## src/rtl/branch_predictor_btb_if.sv

```systemverilog
// Fetch/resolve-side bundle for the branch predictor: lookup request and
// prediction, resolved-branch update, global flush and mispredict statistics.
interface branch_predictor_btb_if #(
    parameter int ADDRESS_LEN = 12,
    parameter int STAT_BITS   = 16
);
    logic [ADDRESS_LEN-1:0] lookup_pc;
    logic                   pred_hit;
    logic                   pred_taken;
    logic [ADDRESS_LEN-1:0] pred_target;
    logic                   upd_en;
    logic [ADDRESS_LEN-1:0] upd_pc;
    logic                   upd_taken;
    logic [ADDRESS_LEN-1:0] upd_target;
    logic                   upd_mispredict;
    logic                   flush_all;
    logic [STAT_BITS-1:0]   misp_cnt;

    // Pipeline side: drives lookups and resolved branches, consumes predictions.
    modport master (
        output lookup_pc, upd_en, upd_pc, upd_taken, upd_target, upd_mispredict, flush_all,
        input  pred_hit, pred_taken, pred_target, misp_cnt
    );

    // Predictor side.
    modport slave (
        input  lookup_pc, upd_en, upd_pc, upd_taken, upd_target, upd_mispredict, flush_all,
        output pred_hit, pred_taken, pred_target, misp_cnt
    );
endinterface

```

## src/rtl/branch_predictor_btb.sv

```systemverilog
// Direct-mapped branch target buffer with per-entry saturating direction
// counters. Lookup is combinational (feeds the IF next-PC mux); updates from
// the resolve stage land on the clock edge with no bypass to the lookup path.
module branch_predictor_btb #(
    parameter int ADDRESS_LEN = 12,
    parameter int IDX_BITS    = 4,
    parameter int CTR_BITS    = 2,
    parameter int STAT_BITS   = 16
) (
    input  logic                    clk,
    input  logic                    rst,
    branch_predictor_btb_if.slave   bus
);
    localparam int ENTRIES  = 2 ** IDX_BITS;
    localparam int TAG_BITS = ADDRESS_LEN - IDX_BITS;

    // Counter encodings: MSB set means "predict taken".
    localparam logic [CTR_BITS-1:0] CTR_MAX     = '1;
    localparam logic [CTR_BITS-1:0] CTR_WEAK_T  = CTR_BITS'(1 << (CTR_BITS - 1));
    localparam logic [CTR_BITS-1:0] CTR_WEAK_NT = CTR_WEAK_T - 1'b1;

    logic                   entry_valid  [ENTRIES];
    logic [TAG_BITS-1:0]    entry_tag    [ENTRIES];
    logic [ADDRESS_LEN-1:0] entry_target [ENTRIES];
    logic [CTR_BITS-1:0]    entry_ctr    [ENTRIES];

    logic [IDX_BITS-1:0]    lk_idx;
    logic [TAG_BITS-1:0]    lk_tag;
    logic                   lk_hit;
    logic                   lk_taken;
    logic [IDX_BITS-1:0]    upd_idx;
    logic [TAG_BITS-1:0]    upd_tag;
    logic                   upd_hit;
    logic [STAT_BITS-1:0]   misp_cnt_reg;

    // Lookup path: reads the current (pre-update) entry state.
    assign lk_idx   = bus.lookup_pc[IDX_BITS-1:0];
    assign lk_tag   = bus.lookup_pc[ADDRESS_LEN-1:IDX_BITS];
    assign lk_hit   = entry_valid[lk_idx] && (entry_tag[lk_idx] == lk_tag);
    assign lk_taken = lk_hit && entry_ctr[lk_idx][CTR_BITS-1];

    assign bus.pred_hit    = lk_hit;
    assign bus.pred_taken  = lk_taken;
    // Fall-through address wraps naturally at ADDRESS_LEN bits.
    assign bus.pred_target = lk_taken ? entry_target[lk_idx] : bus.lookup_pc + 1'b1;

    // Update path: hit detection against the entry the resolved branch maps to.
    assign upd_idx = bus.upd_pc[IDX_BITS-1:0];
    assign upd_tag = bus.upd_pc[ADDRESS_LEN-1:IDX_BITS];
    assign upd_hit = entry_valid[upd_idx] && (entry_tag[upd_idx] == upd_tag);

    genvar gi;
    generate
        for (gi = 0; gi < ENTRIES; gi++) begin : gen_entry
            logic                   valid_reg;
            logic [TAG_BITS-1:0]    tag_reg;
            logic [ADDRESS_LEN-1:0] target_reg;
            logic [CTR_BITS-1:0]    ctr_reg;
            logic                   sel;

            assign sel = bus.upd_en && (upd_idx == IDX_BITS'(gi));

            // Entry state: flush only clears valid; hit trains, taken miss allocates.
            always_ff @(posedge clk or negedge rst) begin
                if (!rst) begin
                    valid_reg  <= 1'b0;
                    tag_reg    <= '0;
                    target_reg <= '0;
                    ctr_reg    <= CTR_WEAK_NT;
                end else if (bus.flush_all) begin
                    valid_reg <= 1'b0;
                end else if (sel) begin
                    if (upd_hit) begin
                        if (bus.upd_taken) begin
                            if (ctr_reg != CTR_MAX) begin
                                ctr_reg <= ctr_reg + 1'b1;
                            end
                            target_reg <= bus.upd_target;
                        end else if (ctr_reg != '0) begin
                            ctr_reg <= ctr_reg - 1'b1;
                        end
                    end else if (bus.upd_taken) begin
                        valid_reg  <= 1'b1;
                        tag_reg    <= upd_tag;
                        target_reg <= bus.upd_target;
                        ctr_reg    <= CTR_WEAK_T;
                    end
                end
            end

            assign entry_valid[gi]  = valid_reg;
            assign entry_tag[gi]    = tag_reg;
            assign entry_target[gi] = target_reg;
            assign entry_ctr[gi]    = ctr_reg;
        end
    endgenerate

    // Mispredict statistics: saturating, independent of flush.
    always_ff @(posedge clk or negedge rst) begin
        if (!rst) begin
            misp_cnt_reg <= '0;
        end else if (bus.upd_en && bus.upd_mispredict && (misp_cnt_reg != '1)) begin
            misp_cnt_reg <= misp_cnt_reg + 1'b1;
        end
    end

    assign bus.misp_cnt = misp_cnt_reg;

endmodule
```

## src/flat_wrapper.sv

```systemverilog
// flat-port wrapper written by rule: the top's interface ports become plain ports
module branch_predictor_btb_flat 
#(
    parameter int ADDRESS_LEN = 12,
    parameter int IDX_BITS    = 4,
    parameter int CTR_BITS    = 2,
    parameter int STAT_BITS   = 16
)
  (clk, rst, bus_lookup_pc, bus_upd_en, bus_upd_pc, bus_upd_taken, bus_upd_target, bus_upd_mispredict, bus_flush_all, bus_pred_hit, bus_pred_taken, bus_pred_target, bus_misp_cnt);
  branch_predictor_btb_if #(.ADDRESS_LEN(ADDRESS_LEN), .STAT_BITS(STAT_BITS)) bus_i ();
  input  logic clk;
  input  logic rst;
  input wire logic [$bits(bus_i.lookup_pc)-1:0] bus_lookup_pc;
  input wire logic [$bits(bus_i.upd_en)-1:0] bus_upd_en;
  input wire logic [$bits(bus_i.upd_pc)-1:0] bus_upd_pc;
  input wire logic [$bits(bus_i.upd_taken)-1:0] bus_upd_taken;
  input wire logic [$bits(bus_i.upd_target)-1:0] bus_upd_target;
  input wire logic [$bits(bus_i.upd_mispredict)-1:0] bus_upd_mispredict;
  input wire logic [$bits(bus_i.flush_all)-1:0] bus_flush_all;
  output wire logic [$bits(bus_i.pred_hit)-1:0] bus_pred_hit;
  output wire logic [$bits(bus_i.pred_taken)-1:0] bus_pred_taken;
  output wire logic [$bits(bus_i.pred_target)-1:0] bus_pred_target;
  output wire logic [$bits(bus_i.misp_cnt)-1:0] bus_misp_cnt;
  assign bus_i.lookup_pc = bus_lookup_pc;
  assign bus_i.upd_en = bus_upd_en;
  assign bus_i.upd_pc = bus_upd_pc;
  assign bus_i.upd_taken = bus_upd_taken;
  assign bus_i.upd_target = bus_upd_target;
  assign bus_i.upd_mispredict = bus_upd_mispredict;
  assign bus_i.flush_all = bus_flush_all;
  assign bus_pred_hit = bus_i.pred_hit;
  assign bus_pred_taken = bus_i.pred_taken;
  assign bus_pred_target = bus_i.pred_target;
  assign bus_misp_cnt = bus_i.misp_cnt;
  branch_predictor_btb #(.ADDRESS_LEN(ADDRESS_LEN), .IDX_BITS(IDX_BITS), .CTR_BITS(CTR_BITS), .STAT_BITS(STAT_BITS)) u_core (.clk(clk), .rst(rst), .bus(bus_i));
endmodule
```

## config.mk

```make
export PLATFORM = sky130hd
export DESIGN_NAME = branch_predictor_btb_flat
export DESIGN_NICKNAME = d
export VERILOG_FILES = /design/src/rtl/branch_predictor_btb_if.sv /design/src/rtl/branch_predictor_btb.sv /design/src/flat_wrapper.sv
export SDC_FILE = /design/constraint.sdc
export NUM_CORES = 1
export LEC_CHECK = 0
export CAP_MARGIN = 25
export CORE_ASPECT_RATIO = 1.5
export CORE_MARGIN = 3
export CORE_UTILIZATION = 50
export CTS_BUF_LIST = sky130_fd_sc_hd__clkbuf_16
export CTS_CLUSTER_DIAMETER = 200
export CTS_CLUSTER_SIZE = 20
export DETAILED_ROUTE_END_ITERATION = 12
export GPL_ROUTABILITY_DRIVEN = 0
export GPL_TIMING_DRIVEN = 1
export PLACE_DENSITY = 0.72
export SYNTH_ARGS = -nofsm -noshare
export SYNTH_HDL_FRONTEND = slang
export SYNTH_SLANG_ARGS = --single-unit
```

## constraint.sdc

```tcl
create_clock -name clk -period 4.5 [get_ports clk]
set_input_delay 1.125 -clock clk [delete_from_list [all_inputs] [get_ports clk]]
set_output_delay 1.125 -clock clk [all_outputs]
set_load 0.005 [all_outputs]
```

==> results of run 1 <==
==> worst reg2reg max path, stage by stage, from the launching register on <==
cell and delay, ns:
dfrtp_1 0.42, mux4_2 0.46, mux2i_1 0.18, mux2_2 0.35, o31ai_1 0.29, buf_4 0.19
nor3_4 0.07, a21oi_2 0.78, mux2_2 0.42
==> layout by cell type (no fill, tap or decap), types with 5 or more instances in the layout <==
cell type          n
clkdlybuf4s50_1   48
nand4_1            9
mux2i_1           31
nor2b_1           13
xor2_1            15
o311ai_0          15
inv_1             62
dfstp_2           16
nor3_1             5
nand2_1          219
nand2b_1           7
mux2_2           180
dfrtp_1          368
o22ai_1           22
clkbuf_16         23
mux4_2           124
o21ai_0           45
buf_12            21
mux4_1             6
a32oi_1           16
buf_4            128
nand3_1           45
buf_2              8
xnor2_1           24
a21oi_4           13
nor2_1            17
mux2_4           116
buf_6             18
==> cell type report <==
class | count | area share, %
multi-input combinational | 990 | 43.6
sequential | 384 | 41.0
timing repair buffer | 227 | 9.22
tap | 506 | 2.70
clock buffer | 23 | 2.45
inverter | 54 | 0.863
clock inverter | 9 | 0.197
==> worst paths after layout <==
kind,cells past startpoint,to
max,13,bus_pred_target[10]
min,2,u_core.gen_entry[15].target_reg[11]
max reg2reg,8,u_core.gen_entry[2].tag_reg[4]
min reg2reg,2,u_core.gen_entry[15].target_reg[11]
max in group asynchronous,2,u_core.gen_entry[9].target_reg[9]
min in group asynchronous,1,u_core.gen_entry[9].target_reg[7]
==> layer usage <==
layer | GRT usage, % | part of all wire [%] | wire [microns]
met1 | 33.2 | 38 | 21500
met2 | 44.8 | 51 | 28600
met3 | 3.64 | 6.1 | 3450
met4 | 11.4 | 5.1 | 2870
met5 | 0 | 0 | 0
==> through the flow <==
stage | setup TNS (ns) | worst slack (ns)
global placement | -17.91 | -0.792
finish | -5.14 | -0.413
global route | -6.42 | -0.503
CTS | -5.95 | -0.453
detailed placement | -22.44 | -0.770
floorplan | -0.119 | -0.0149
==> cells by family after synthesis <==
logic type / after synthesis / share of synthesized area (%)
simple gates: 345 / 7.78
xor+xnor: 40 / 1.71
buf+inv: 168 / 3.64
flops: 384 / 47.1
compound gates: 145 / 5.42
fa+ha+maj: 2 / 0.122
mux: 458 / 34.2
==> power by group through the flow <==
stage               Clock [mW]  Combinational [mW]  Sequential [mW]
floorplan                    0                1.03             4.10
global placement             0                1.46             4.19
detailed placement           0                1.50             4.22
CTS                       2.15                1.54             4.16
global route              2.26                1.66             4.21
finish                    2.11                1.54             4.17
==> repair_timing <==
item,4_1_cts,5_1_grt
endpoints found under the hold margin,0,0
setup buffers,17,5
resized for setup,96,25
pin swaps,5,9
setup endpoints to repair,14,14
==> impl_metrics.tcl, run 1 <==
set metrics [dict create \
    period_share_pct 109 \
    comb_power_share_pct 19.7 \
    p_switching_mw 2.12 \
    final.setup.worst_slack_ns -0.413 \
    yosysWarnings 0 \
    slowest_delay_ns 0.50 \
    timing.final.crit_period_ns 4.91 \
    grt_max_degree 120 \
    multi_input_area_sq_um 10200 \
    cts_root_buf "clkbuf_16" \
    synthTopCellsByCount "dfrtp_1 (368), nand2_1 (221), mux2_2 (192)" \
    violations "negative setup slack" \
    grt_pass1_wl_mm 87.1 \
    async_flop_share_pct 100 \
    clock_power_share_pct 27.0 \
    synth_area_sq_um 20400 \
    maxSlewViolCount 0 \
    routed-via-count 13800 \
    antenna_cells 0 \
    port_buffers 71 \
    powerDensity_nw_per_um2 333 \
    synth_enable_flop_cells 0 \
    wirelength_mm 56.4 \
    vias_per_cell 6.30 \
    whs_ns 0.476 \
    p_sw_share_pct 27.2 \
    cp.arrival_ns 3.79 \
    synth_top_area_share_pct 45.1 \
    cts_hold_buffers 0 \
    reg2reg_slack_ns 1.22 \
    drive_above_1_share_pct 40.2 \
    dpl.hpwl_mm 37.3 \
    ys_top_cells_by_area "dfrtp_1 (45%), mux4_2 (14%), mux2_2 (11%), mux2_4 (7.6%), nand2_1 (4.1%)" \
    leakage_nw 10.9 \
    cts_buffers 23 \
    finalSetupViolations 14 \
    hp-start "u_core.gen_entry[15].target_reg[11]" \
    dp.cells 2147 \
    rsz0062_at_grt "yes" \
    htreeDepth 1 \
    seqPwrFrac_pct 53.3 \
    cts_sinks 384 \
    antenna_found_initial 0 \
    worst_path_max_delay_cell "mux4_2" \
    irDropWorstVdd_mv 0.375 \
    maxCapViolations 0 \
    postPlaceCellArea_sq_um 22500 \
    fmax_ghz 0.204 \
    dr.pass1.iters 5 \
    p_int_mw 5.70 \
    syn_to_final_growth_pct 14.9 \
    stdcell_count 2193 \
    crit_top_cell "buf_12" \
    path_clk_slew_ns 0.08 \
    syn_area_per_cell_sq_um 13.3 \
    skew_ns 0.0191 \
    dieArea_sq_um 43400 \
    drc 0 \
    synthCells 1542 \
    final_cell_area_sq_um 23500 \
    critPathTopFamily "multiplexers" \
    fin_util_pct 58.2 \
    synthFlopType "dfrtp_1" \
    regArea_sq_um 9630 \
    clk_path_buf_depth 3 \
    worst-setup-path-type "input port to output pin" \
    clk_latency_ns 0.56 \
    power_mw 7.82 \
    largest_reg_flops 192 \
    syn-num-nets 1586 \
    grt_overflow 0 \
    crit_required_ns 3.38 \
    synth_top_area_cell "dfrtp_1" \
    n_fill_cell 3141 \
    synth-seq-cells 384 \
    setup.worst_path.start "bus_lookup_pc[1]" \
    path_max_fanout 6 \
    tritoncts "yes" \
    ant_nets 0 \
    dieHeight_microns 254 \
    ys_types 61 \
    startpoint_type "input port" \
    die-width_microns 171 \
    yosysMostFrequentCell "dfrtp_1" \
    core_area_sq_um 40300 \
    io_pins 72 \
    cp_num_buf_inv 6 \
    min_path_type "flop to flop" \
    nets 1724 \
    yosysSeqAreaShare_pct 47.1 \
    wl_per_cell_microns 25.7 \
    r2r_start "u_core.gen_entry[10].tag_reg[5]" \
    path_cells "buf_12 > buf_8 > buf_4 > mux4_2 > nor3_1 > a2111oi_2 > a21oi_2 > nand3_4 > nor4_4 > buf_12 > buf_12 > mux2_4 > buf_6" \
    rows 90 \
    endpoint_kind "output pin" \
    hold_viol_final 0 \
    grt_pass1_vias 14600 \
    tightest_slew_ns 1.01 \
    status "complete, but fails checks" \
    drtIter0Drc 1288 \
    track_usage_pct 26.1 \
    initial_core_util_pct 50.7 \
    relSlewSlack_pct 32.6 \
]
Power figures use the tool's default switching activity.
==> inputs of run 2 (changes only) <==
- ABC_CLOCK_PERIOD_IN_PS: unset -> 4500
==> results of run 2 <==
The final DEF is identical to that of run 1; final timing and power are the same.
